`src/rtl/human_brain_pkg.sv`:
```
// -----------------------------------------------------------------------------
// human_brain_pkg
// Shared widths and types for the two-input neuron datapath.
//   DATA_W  : width of inputs, weights, threshold and activated output
//   PROD_W  : full width of one input*weight product (no truncation)
//   SUM_W   : full width of the sum of two products (max 450, never overflows)
//   OUT_MAX : saturation ceiling of the activated output
// -----------------------------------------------------------------------------
package human_brain_pkg;

   localparam int          DATA_W  = 4;
   localparam int          PROD_W  = 2 * DATA_W;
   localparam int          SUM_W   = PROD_W + 1;
   localparam logic [3:0]  OUT_MAX = 4'hF;

   typedef logic [DATA_W-1:0] data_t;
   typedef logic [PROD_W-1:0] prod_t;
   typedef logic [SUM_W-1:0]  sum_t;

endpackage : human_brain_pkg

```
`src/rtl/neuron_activation.sv`:
```
// -----------------------------------------------------------------------------
// neuron_activation
// Combinational threshold-offset ReLU with saturation:
//   out = 0                  when sum <= thresh
//   out = min(sum - thresh, OUT_MAX) otherwise
// Ports:
//   i_sum    in  SUM_W   weighted sum, unsigned
//   i_thresh in  DATA_W  activation threshold, unsigned
//   o_act    out DATA_W  activated, saturated result
// -----------------------------------------------------------------------------
module neuron_activation
   import human_brain_pkg::*;
(
   input  logic [SUM_W-1:0]  i_sum,
   input  logic [DATA_W-1:0] i_thresh,
   output logic [DATA_W-1:0] o_act
);

   sum_t w_thresh_ext;
   sum_t w_diff;

   assign w_thresh_ext = sum_t'(i_thresh);
   // Only meaningful when i_sum > threshold; otherwise the ReLU floor wins.
   assign w_diff       = i_sum - w_thresh_ext;

   always_comb begin
      o_act = '0;
      if (i_sum > w_thresh_ext) begin
         if (w_diff > sum_t'(OUT_MAX)) begin
            o_act = OUT_MAX;
         end else begin
            o_act = w_diff[DATA_W-1:0];
         end
      end
   end

endmodule : neuron_activation

```
`src/rtl/human_brain.sv`:
```
// -----------------------------------------------------------------------------
// human_brain
// Single two-input artificial neuron, fully pipelined (2-cycle latency,
// one sample per clock, no handshake).
//   Stage 1: p1 = inp1*w1, p2 = inp2*w2, threshold delayed alongside.
//   Stage 2: out = sat4(relu(p1 + p2 - t)).
// Ports (order is relied on by positional instantiation elsewhere):
//   inp1  in  4  neuron input 1
//   inp2  in  4  neuron input 2
//   clock in  1  rising-edge clock
//   w1    in  4  weight for inp1
//   w2    in  4  weight for inp2
//   out   out 4  activated output, registered
//   res   in  1  synchronous active-high reset
//   t     in  4  activation threshold
// -----------------------------------------------------------------------------
module human_brain
   import human_brain_pkg::*;
(
   input  logic [3:0] inp1,
   input  logic [3:0] inp2,
   input  logic       clock,
   input  logic [3:0] w1,
   input  logic [3:0] w2,
   output logic [3:0] out,
   input  logic       res,
   input  logic [3:0] t
);

   // Stage-1 registers
   prod_t r_p1;
   prod_t r_p2;
   data_t r_t_q;
   // Stage-2 register
   data_t r_out;

   sum_t  w_sum;
   data_t w_act;

   always_ff @(posedge clock) begin
      if (res) begin
         // Inputs on a reset edge are dropped; zeros in stage 1 make the
         // following edge also produce 0 (sum 0 <= t_q 0).
         r_p1  <= '0;
         r_p2  <= '0;
         r_t_q <= '0;
      end else begin
         r_p1  <= prod_t'(inp1) * prod_t'(w1);
         r_p2  <= prod_t'(inp2) * prod_t'(w2);
         r_t_q <= t;
      end
   end

   // Full-width add: 225 + 225 fits in SUM_W bits.
   assign w_sum = sum_t'(r_p1) + sum_t'(r_p2);

   neuron_activation u_act (
      .i_sum    (w_sum),
      .i_thresh (r_t_q),
      .o_act    (w_act)
   );

   always_ff @(posedge clock) begin
      if (res) begin
         r_out <= '0;
      end else begin
         r_out <= w_act;
      end
   end

   assign out = r_out;

endmodule : human_brain

```
`config.mk`:
```
export PLATFORM = sky130hd
export DESIGN_NAME = human_brain
export DESIGN_NICKNAME = d
export VERILOG_FILES = /design/src/rtl/human_brain_pkg.sv /design/src/rtl/neuron_activation.sv /design/src/rtl/human_brain.sv
export SDC_FILE = /design/constraint.sdc
export NUM_CORES = 1
export LEC_CHECK = 0
export BUFFER_PORTS_ARGS = -buffer_cell sky130_fd_sc_hd__buf_2
export CORE_MARGIN = 10
export CORE_UTILIZATION = 55
export CTS_CLUSTER_SIZE = 8
export DETAILED_ROUTE_END_ITERATION = 7
export PLACE_DENSITY = 0.76
export SLEW_MARGIN = 20
export SYNTH_ARGS = -nofsm -noshare
export SYNTH_HDL_FRONTEND = slang
export SYNTH_SLANG_ARGS = --single-unit
```
`constraint.sdc`:
```
create_clock -name clock -period 3.95 [get_ports clock]
set_clock_uncertainty 0.2 [all_clocks]
set_input_delay 0.395 -clock clock [delete_from_list [all_inputs] [get_ports clock]]
set_output_delay 0.395 -clock clock [all_outputs]
set_load 0.02 [all_outputs]
```
**After elaboration in Yosys (flattened, before gate mapping)**

Cells that the tools add are included.

- $add $sub $neg: 2
- Multipliers: 2
- Order comparisons: 2
- Muxes and demuxes: 1
- Bitwise gates (word level): 1
- Reductions and logical operators: 1

Operators with widths:

| kind | count |
|---|---|
| 4-bit by 4-bit multiplier with 8-bit output | 2 |
| 8-bit by 8-bit adder with 9-bit output | 1 |
| 9-bit by 4-bit greater-than comparator with 1-bit output | 1 |
| 9-bit by 4-bit greater-than comparator with 1-bit output, second input constant | 1 |
| 9-bit by 4-bit subtractor with 9-bit output | 1 |
| 4-bit two-way mux | 1 |
| 2-bit OR reduction | 1 |
| 1-bit inverter | 1 |

- Register bits: 24
- Input port bits: 22
- Word-level logic and storage cells: 13

**Logic depth before layout (Yosys ltp)**

Gate-level depths: netlist (run 1).

- Word-level depth: 4
- Gate-level depth with buffers: 12
- Mapped depth without buffers: 12

**Cells and area by module**

A second synthesis (run 1) with hierarchy kept.

- Cell total of the unflattened synthesis: 228
- Area, all modules: 2082.0 µm²

Modules (own cells, without submodules):

| module | instances | cells each | area each (µm²) | sequential area each (µm²) |
|---|---|---|---|---|
| human_brain | 1 | 194 | 1838.0 | 480.5 |
| neuron_activation | 1 | 34 | 244.0 | 0.0 |

**Worst setup path before layout (run 1)**

OpenSTA, ideal clock, no wires.

- Path type: input -> register
- Start point: input port inp1[0]
- End point: register r_p1[7]
- Library setup time: 0.128 ns
- Arrival: 2.754 ns
- Required time: 3.622 ns
- Slack: 0.869 ns
- Cell stages on the path: 12
- Path buffers: 0
- Cells stage by stage: and2_1 > fa_1 > inv_1 > fa_1 > inv_1 > ha_1 > a21o_1 > a21oi_1 > o21bai_1 > a21oi_1 > xor2_1 > nor2_1

- Cells in the longest elaborated chain, start to end: 1

Ends and longest elaborated chain:

| item | line | RTL |
|---|---|---|
| start, declared | human_brain.sv:20 | `input logic [3:0] inp1,` |
| 4-bit by 4-bit multiplier with 8-bit output | human_brain.sv:48 | `r_p1 <= prod_t'(inp1) * prod_t'(w1);` |
| end signal, assigned | human_brain.sv:48 |  |
| end, declared | human_brain.sv:31 | `prod_t r_p1;` |

Every way passes these cells.
A chain may end at the register's enable or synchronous reset.

**Final worst setup path (run 1)**

Same ends and word-level chain as after synthesis.

==> results of run 1 <==
## power groups by stage
| stage | combinational, mW | clock [mW] | sequential (mW) |
|---|---|---|---|
| 3_3_place_gp | 0.425 | 0 | 0.301 |
| 5_1_grt | 0.503 | 0.152 | 0.299 |
| 2_1_floorplan | 0.315 | 0 | 0.325 |
| 4_1_cts | 0.438 | 0.141 | 0.297 |
| 3_5_place_dp | 0.434 | 0 | 0.302 |
| 6_report | 0.433 | 0.136 | 0.296 |
## synth_stat cells, drive strengths merged
cell	count
a2111oi	1
a211oi	1
a21o	3
a21oi	11
a31oi	2
and2	24
and3	2
and4	1
clkbuf	3
dfxtp	24
fa	10
ha	36
inv	21
nand2	17
nand2b	1
nand3	1
nand3b	1
nand4	1
nor2	21
nor2b	11
nor3	2
o211a	1
o211ai	4
o21a	2
o21ai	5
o21bai	2
o31ai	1
or4	1
xnor2	8
xor2	6
## stage by stage
step / area [um^2] / util [%]
6_report: 2240 / 65.0
5_1_grt: 2240 / 65.0
4_1_cts: 2240 / 65.0
3_5_place_dp: 2200 / 63.8
3_3_place_gp: 2200 / 63.8
2_1_floorplan: 2020 / -
## state kept, by name (all words and copies together) (netlist names)
| signal | cells |
|---|---|
| out | 4 |
| r_p1 | 8 |
| r_p2 | 8 |
| r_t_q | 4 |
## worst max path at each step
stage,from,to,cells after the start
2_1_floorplan,inp1[0],r_p1[7],12
5_1_grt,inp1[0],r_p1[7],13
3_3_place_gp,inp1[0],r_p1[7],13
3_5_place_dp,inp1[0],r_p1[7],13
4_1_cts,inp1[0],r_p1[7],13
6_report,inp1[0],r_p1[7],13
## cell type report
type                       count  area (um^2)
clock buffer                   3         41.3
multi-input combinational    176         1450
inverter                      21         78.8
timing repair buffer          25          125
fill                         316         1200
sequential                    24          480
tap                           46         57.6
## worst max-delay path, cell delays in order
cell,delay [ns]
buf_2,0.12
and2_1,0.17
fa_1,0.53
inv_1,0.05
fa_1,0.52
inv_1,0.07
ha_1,0.29
a21o_1,0.15
a21oi_1,0.22
o21bai_1,0.09
a21oi_1,0.17
xor2_1,0.16
nor2_1,0.05
## per-layer routing
| layer | track usage, % | vias up |
|---|---|---|
| li1 | - | 796 |
| met3 | 2.56 | 4 |
| met1 | 13.0 | 675 |
| met4 | 4.84 | 0 |
| met2 | 21.5 | 13 |
| met5 | 0 | - |
## cells by family (layout without fill, tap and decap cells)
kind of cell,count (synthesis),count (layout),synth area share (%)
compound gates,33,33,11.6
buf+inv,24,49,4.45
xor+xnor,14,14,6.80
flops,24,24,23.7
fa+ha+maj,46,46,32.1
simple gates,83,83,21.3
==> flow_metrics.env, run 1 <==
export IMPL_status="finished, final reports clean"
export IMPL_drive_gt1_share_pct=13.7
export IMPL_sw_frac_of_total_pct=38.0
export IMPL_p_comb_share_pct=50.1
export IMPL_whs_path_depth=2
export IMPL_syn_num_nets=292
export IMPL_relSlewSlack_pct=63.3
export IMPL_vdd_ir_drop_max_uv=140
export IMPL_routed_wl_um=3540
export IMPL_p_sw_mw=0.329
export IMPL_dr_pass1_iters=3
export IMPL_cp_end_kind="flop"
export IMPL_rows=21
export IMPL_track_usage_pct=11.9
export IMPL_io_buffers=25
export IMPL_num_vias=1488
export IMPL_cap_violations=0
export IMPL_p_leak_nw=1.14
export IMPL_final_common_cell="ha_1"
export IMPL_report_final_slew_viol_count=0
export IMPL_worstPathRequired_ns=3.89
export IMPL_overflow=0
export IMPL_maxUsedRoutingLayer="met4"
export IMPL_final_antenna_net_count=0
export IMPL_final_cells=295
export IMPL_min_to="r_t_q[2]"
export IMPL_htree_levels=1
export IMPL_synth_top_area_share_pct=23.7
export IMPL_crit_type="in2reg"
export IMPL_cp_arrival_ns=2.97
export IMPL_syn_inst=224
export IMPL_pwr_share_seq_pct=34.2
export IMPL_syn_to_final_growth_pct=10.5
export IMPL_clk_pin_slew_ns=0.08
export IMPL_cts_setup_buffers=0
export IMPL_hp_class="in2reg"
export IMPL_fp_dieW_um=80.7
export IMPL_antenna_found_initial=0
export IMPL_grt_max_degree=28
export IMPL_finalSetupViolCount=0
export IMPL_die_area_um2=6510
export IMPL_cts_num_sinks=24
export IMPL_reg2reg_to="out[0]"
export IMPL_synthesis_area_um2=2020
export IMPL_wirelength_met1_um=1540
export IMPL_grt_pass1_vias=1548
export IMPL_synth_top_area_cell="dfxtp_1"
export IMPL_worstSetupStartpointType="input pin"
export IMPL_rsz0062_at_grt="false"
export IMPL_reg2regPathDepth=10
export IMPL_wl_per_cell_um=12.0
export IMPL_cts_buffers=3
export IMPL_min_from="t[2]"
export IMPL_power_total_mw=0.866
export IMPL_ys_ff_latch=24
export IMPL_hpwl_um=3020
export IMPL_synth_area_leaders="dfxtp_1 24%, ha_1 22%, fa_1 9.9%"
export IMPL_clock_path_buffers=2
export IMPL_start_util_pct=58.8
export IMPL_tightest_slew_ns=0.545
export IMPL_holdWs_ns=0.141
export IMPL_seq_area_frac_synth_pct=23.7
export IMPL_nets=319
export IMPL_finalSetupTns_ns=0
export IMPL_antennaDiodeCount=0
export IMPL_finalCriticalPeriod_ns=3.03
export IMPL_hold_viol=0
export IMPL_core_area_um2=3440
export IMPL_gp_congestion=0.806
export IMPL_cts_tree="done"
export IMPL_intPower_mw=0.536
export IMPL_drt_iter0_markers=34
export IMPL_setup_slack_ns=0.921
export IMPL_drc=0
export IMPL_cts_hold_fix_buffers=0
export IMPL_fin_crit_sh_pct=76.7
export IMPL_reg2reg_slack_ns=1.23
export IMPL_avgSynthCellArea_um2=9.04
export IMPL_clockRootBuffer="clkbuf_8"
export IMPL_ys_types=35
export IMPL_final_cell_mix="36 x ha_1, 25 x buf_2, 24 x and2_1, 24 x dfxtp_1"
export IMPL_crit_reg2reg_launch="r_p2[0]"
export IMPL_critPathMaxFanout=4
export IMPL_pin_count=26
export IMPL_die_height_um=80.7
export IMPL_grt_pass1_wl_um=6290
export IMPL_route_met2_wl_um=1820
export IMPL_p_per_area_nw_per_um2=387
export IMPL_pwr_share_clk_pct=15.8
export IMPL_preCtsSetupSlack_ns=0.625
export IMPL_wl_met3_um=129
export IMPL_clk_latency_ns=0.26
export IMPL_yosys_warnings=0
export IMPL_dpl_cell_count=292
export IMPL_viasPerCell=5.04
export IMPL_fmax_ghz=0.330
export IMPL_cts_resized=0
(Power assumes the default switching activity.)
==> inputs of run 2 (changes only) <==
Settings changed: ABC_AREA from default to 1.
Clock period 3.95 ns to 2.8 ns, I/O delays scaled along.
==> run 2 against run 1 <==
- first-iteration DRC count rose to 2.5 times the previous value
- worst hold slack lost 0.14 ns
- area after synthesis increased by 11%
- global-route usage grew 0.84 points
- worst setup slack got worse by 0.84 ns
- cell count increased by 43%
- register-to-register slack got worse by 1.1 ns
- clock power grew 130%
- cell area rose by 21%
==> flow_metrics.env, run 2 <==
export IMPL_status="finished, final reports clean"
export IMPL_antenna_found_initial=0
export IMPL_antennaDiodeCount=0
export IMPL_top_regs="r_p1 x8, r_p2 x8"
export IMPL_grt_pass1_wl_um=7890
export IMPL_rows=23
export IMPL_finalCriticalPeriod_ns=2.72
export IMPL_drt_iter0_markers=86
export IMPL_io_buffers=25
export IMPL_multi_input_area_um2=1520
export IMPL_synth_top_area_share_pct=21.5
export IMPL_seq_area_frac_synth_pct=21.5
export IMPL_clock_path_buffers=2
export IMPL_final_cells=421
export IMPL_relSlewSlack_pct=76.5
export IMPL_met1_usage_pct=14.7
export IMPL_p_per_area_nw_per_um2=539
export IMPL_avgSynthCellArea_um2=6.91
export IMPL_final_antenna_net_count=0
export IMPL_syn_inst=324
export IMPL_cts_buffers=3
export IMPL_yosys_warnings=0
export IMPL_cts_tree="done"
export IMPL_async_flop_share_pct=0
export IMPL_core_area_um2=3970
export IMPL_hpwl_um=3650
export IMPL_viasPerCell=4.69
export IMPL_grt_max_degree=15
export IMPL_fmax_ghz=0.368
export IMPL_rsz0062_at_grt="true"
export IMPL_startpoint="inp1[0]"
export IMPL_num_vias=1974
export IMPL_syn_num_nets=392
export IMPL_vdd_ir_drop_max_uv=293
export IMPL_finalSetupTns_ns=0
export IMPL_cap_violations=0
export IMPL_hp_class="in2reg"
export IMPL_clk_latency_ns=0.27
export IMPL_fin_area_um2=2710
export IMPL_fp_dieW_um=83.8
export IMPL_drc=0
export IMPL_overflow=0
export IMPL_tightest_slew_ns=0.350
export IMPL_die_height_um=83.8
export IMPL_nets=440
export IMPL_final_util_pct=68.2
export IMPL_hold_viol=0
export IMPL_dpl_cell_count=414
export IMPL_dr_pass1_iters=4
export IMPL_critPathMaxFanout=2
export IMPL_report_final_slew_viol_count=0
export IMPL_grt_busiest_layer="met2"
export IMPL_synthTopCellsByCount="83 x nand2_1, 81 x inv_1, 36 x ha_1, 24 x dfxtp_1, 22 x nor2_1"
export IMPL_crit_reg2reg_launch="r_p2[0]"
export IMPL_fillers=347
export IMPL_cp_arrival_ns=2.72
export IMPL_synth_flop_cell="dfxtp_1"
export IMPL_fin_crit_sh_pct=97.0
export IMPL_drive_gt1_share_pct=22.1
export IMPL_syn_to_final_growth_pct=21.0
export IMPL_synth_top_area_cell="dfxtp_1"
export IMPL_start_util_pct=56.4
export IMPL_use_met2_pct=23.2
export IMPL_wl_per_cell_um=10.4
export IMPL_routed_wl_um=4400
export IMPL_htree_levels=1
export IMPL_final_common_cell="nand2_1"
export IMPL_setup_slack_ns=0.0841
export IMPL_final_cell_mix="82 x nand2_1, 80 x inv_1, 33 x ha_1"
export IMPL_post_dp_cell_area_um2=2550
export IMPL_gp_congestion=0.818
export IMPL_worstSetupStartpointType="input pin"
export IMPL_ys_types=24
export IMPL_cp_end_kind="flop"
export IMPL_pin_count=26
export IMPL_grt_util_met3_pct=2.25
export IMPL_clockRootBuffer="clkbuf_8"
export IMPL_grt_pass1_vias=1973
export IMPL_cts_num_sinks=24
export IMPL_regArea_um2=482
export IMPL_preCtsSetupSlack_ns=-0.240
export IMPL_clk_pin_slew_ns=0.09
export IMPL_finalSetupViolCount=0
export IMPL_synth_area_leaders="dfxtp_1 21%, ha_1 20%, nand2_1 14%"
export IMPL_worstPathRequired_ns=2.80
export IMPL_crit_type="in2reg"
export IMPL_die_area_um2=7020
export IMPL_synthesis_area_um2=2240
export IMPL_ys_ff_latch=24
export IMPL_track_usage_pct=12.7
export IMPL_p_leak_nw=1.67
export IMPL_yosysMostFrequentCell="nand2_1"
export IMPL_synth_edff_count=0
export IMPL_min_from="t[2]"
[run 2: cell types whose count changed after synthesis, moves of 6 or more]
cell,change
o21ai_0,+6
nand2_1,+66
and2_1,-24
a21oi_1,+6
nor2b_1,-11
nand3_1,+15
inv_1,+60
[run 2: layout make-up]
cell class	instances	area share (%)
inverters	82	11.4
clock buffers	3	1.52
clock inverters	1	1.11
repair buffers	44	9.88
well taps	50	2.31
flip-flops and latches	24	17.8
multi-input cells	217	56.0
[run 2: worst max-delay path: stages]
cell	delay [ns]
buf_2	0.10
nand2_1	0.06
inv_1	0.05
fa_1	0.52
inv_1	0.05
fa_1	0.48
inv_2	0.05
fa_2	0.38
nand2_1	0.07
inv_1	0.04
or2_2	0.27
a21oi_2	0.15
o21ai_1	0.09
a21oi_1	0.12
[run 2: power breakdown]
part	internal, mW	switching [mW]	total, mW
clock network	0.191	0.115	0.306
registers	0.395	0.0160	0.411
logic	0.307	0.436	0.744
total	0.894	0.567	1.46
[run 2: logic make-up after synthesis]
family,after synthesis,synth area share [%]
and+or+nand+nor,138,27.1
buffers and inverters,83,13.9
adders and majority gates,46,29.1
AOI/OAI and AO/OA,29,6.93
DFF,24,21.5
xor gates and xnor gates,4,1.56
[run 2: metal layers]
| metal | wire length, um | vias to the layer above |
|---|---|---|
| li1 | - | 1075 |
| met2 | 2200 | 20 |
| met1 | 2050 | 877 |
| met4 | 30 | 0 |
| met5 | 0 | - |
| met3 | 113 | 2 |
[run 2: path summary, 6_finish.rpt]
kind | end | slack [ns] | cells past startpoint
hold / removal | r_t_q[2] | 0.002 | 3
hold reg to reg | out[0] | 0.50 | 4
setup reg to reg | out[0] | 0.14 | 15
setup / recovery | r_p1[6] | 0.08 | 14
[run 2: through the flow]
| step | power (mW) | hold slack, ns |
|---|---|---|
| 2_1_floorplan | 0.933 | 0.151 |
| 3_3_place_gp | 1.07 | 0.279 |
| 3_5_place_dp | 1.09 | 0.288 |
| 4_1_cts | 1.40 | 0.00544 |
| 5_1_grt | 1.59 | 0.00808 |
| 6_report | 1.46 | 0.00157 |
[run 2: repair_timing]
item,in CTS,in global routing
gates resized for setup,0,14
setup buffers,0,3
hold buffers,0,0
endpoints found under the setup margin,0,7
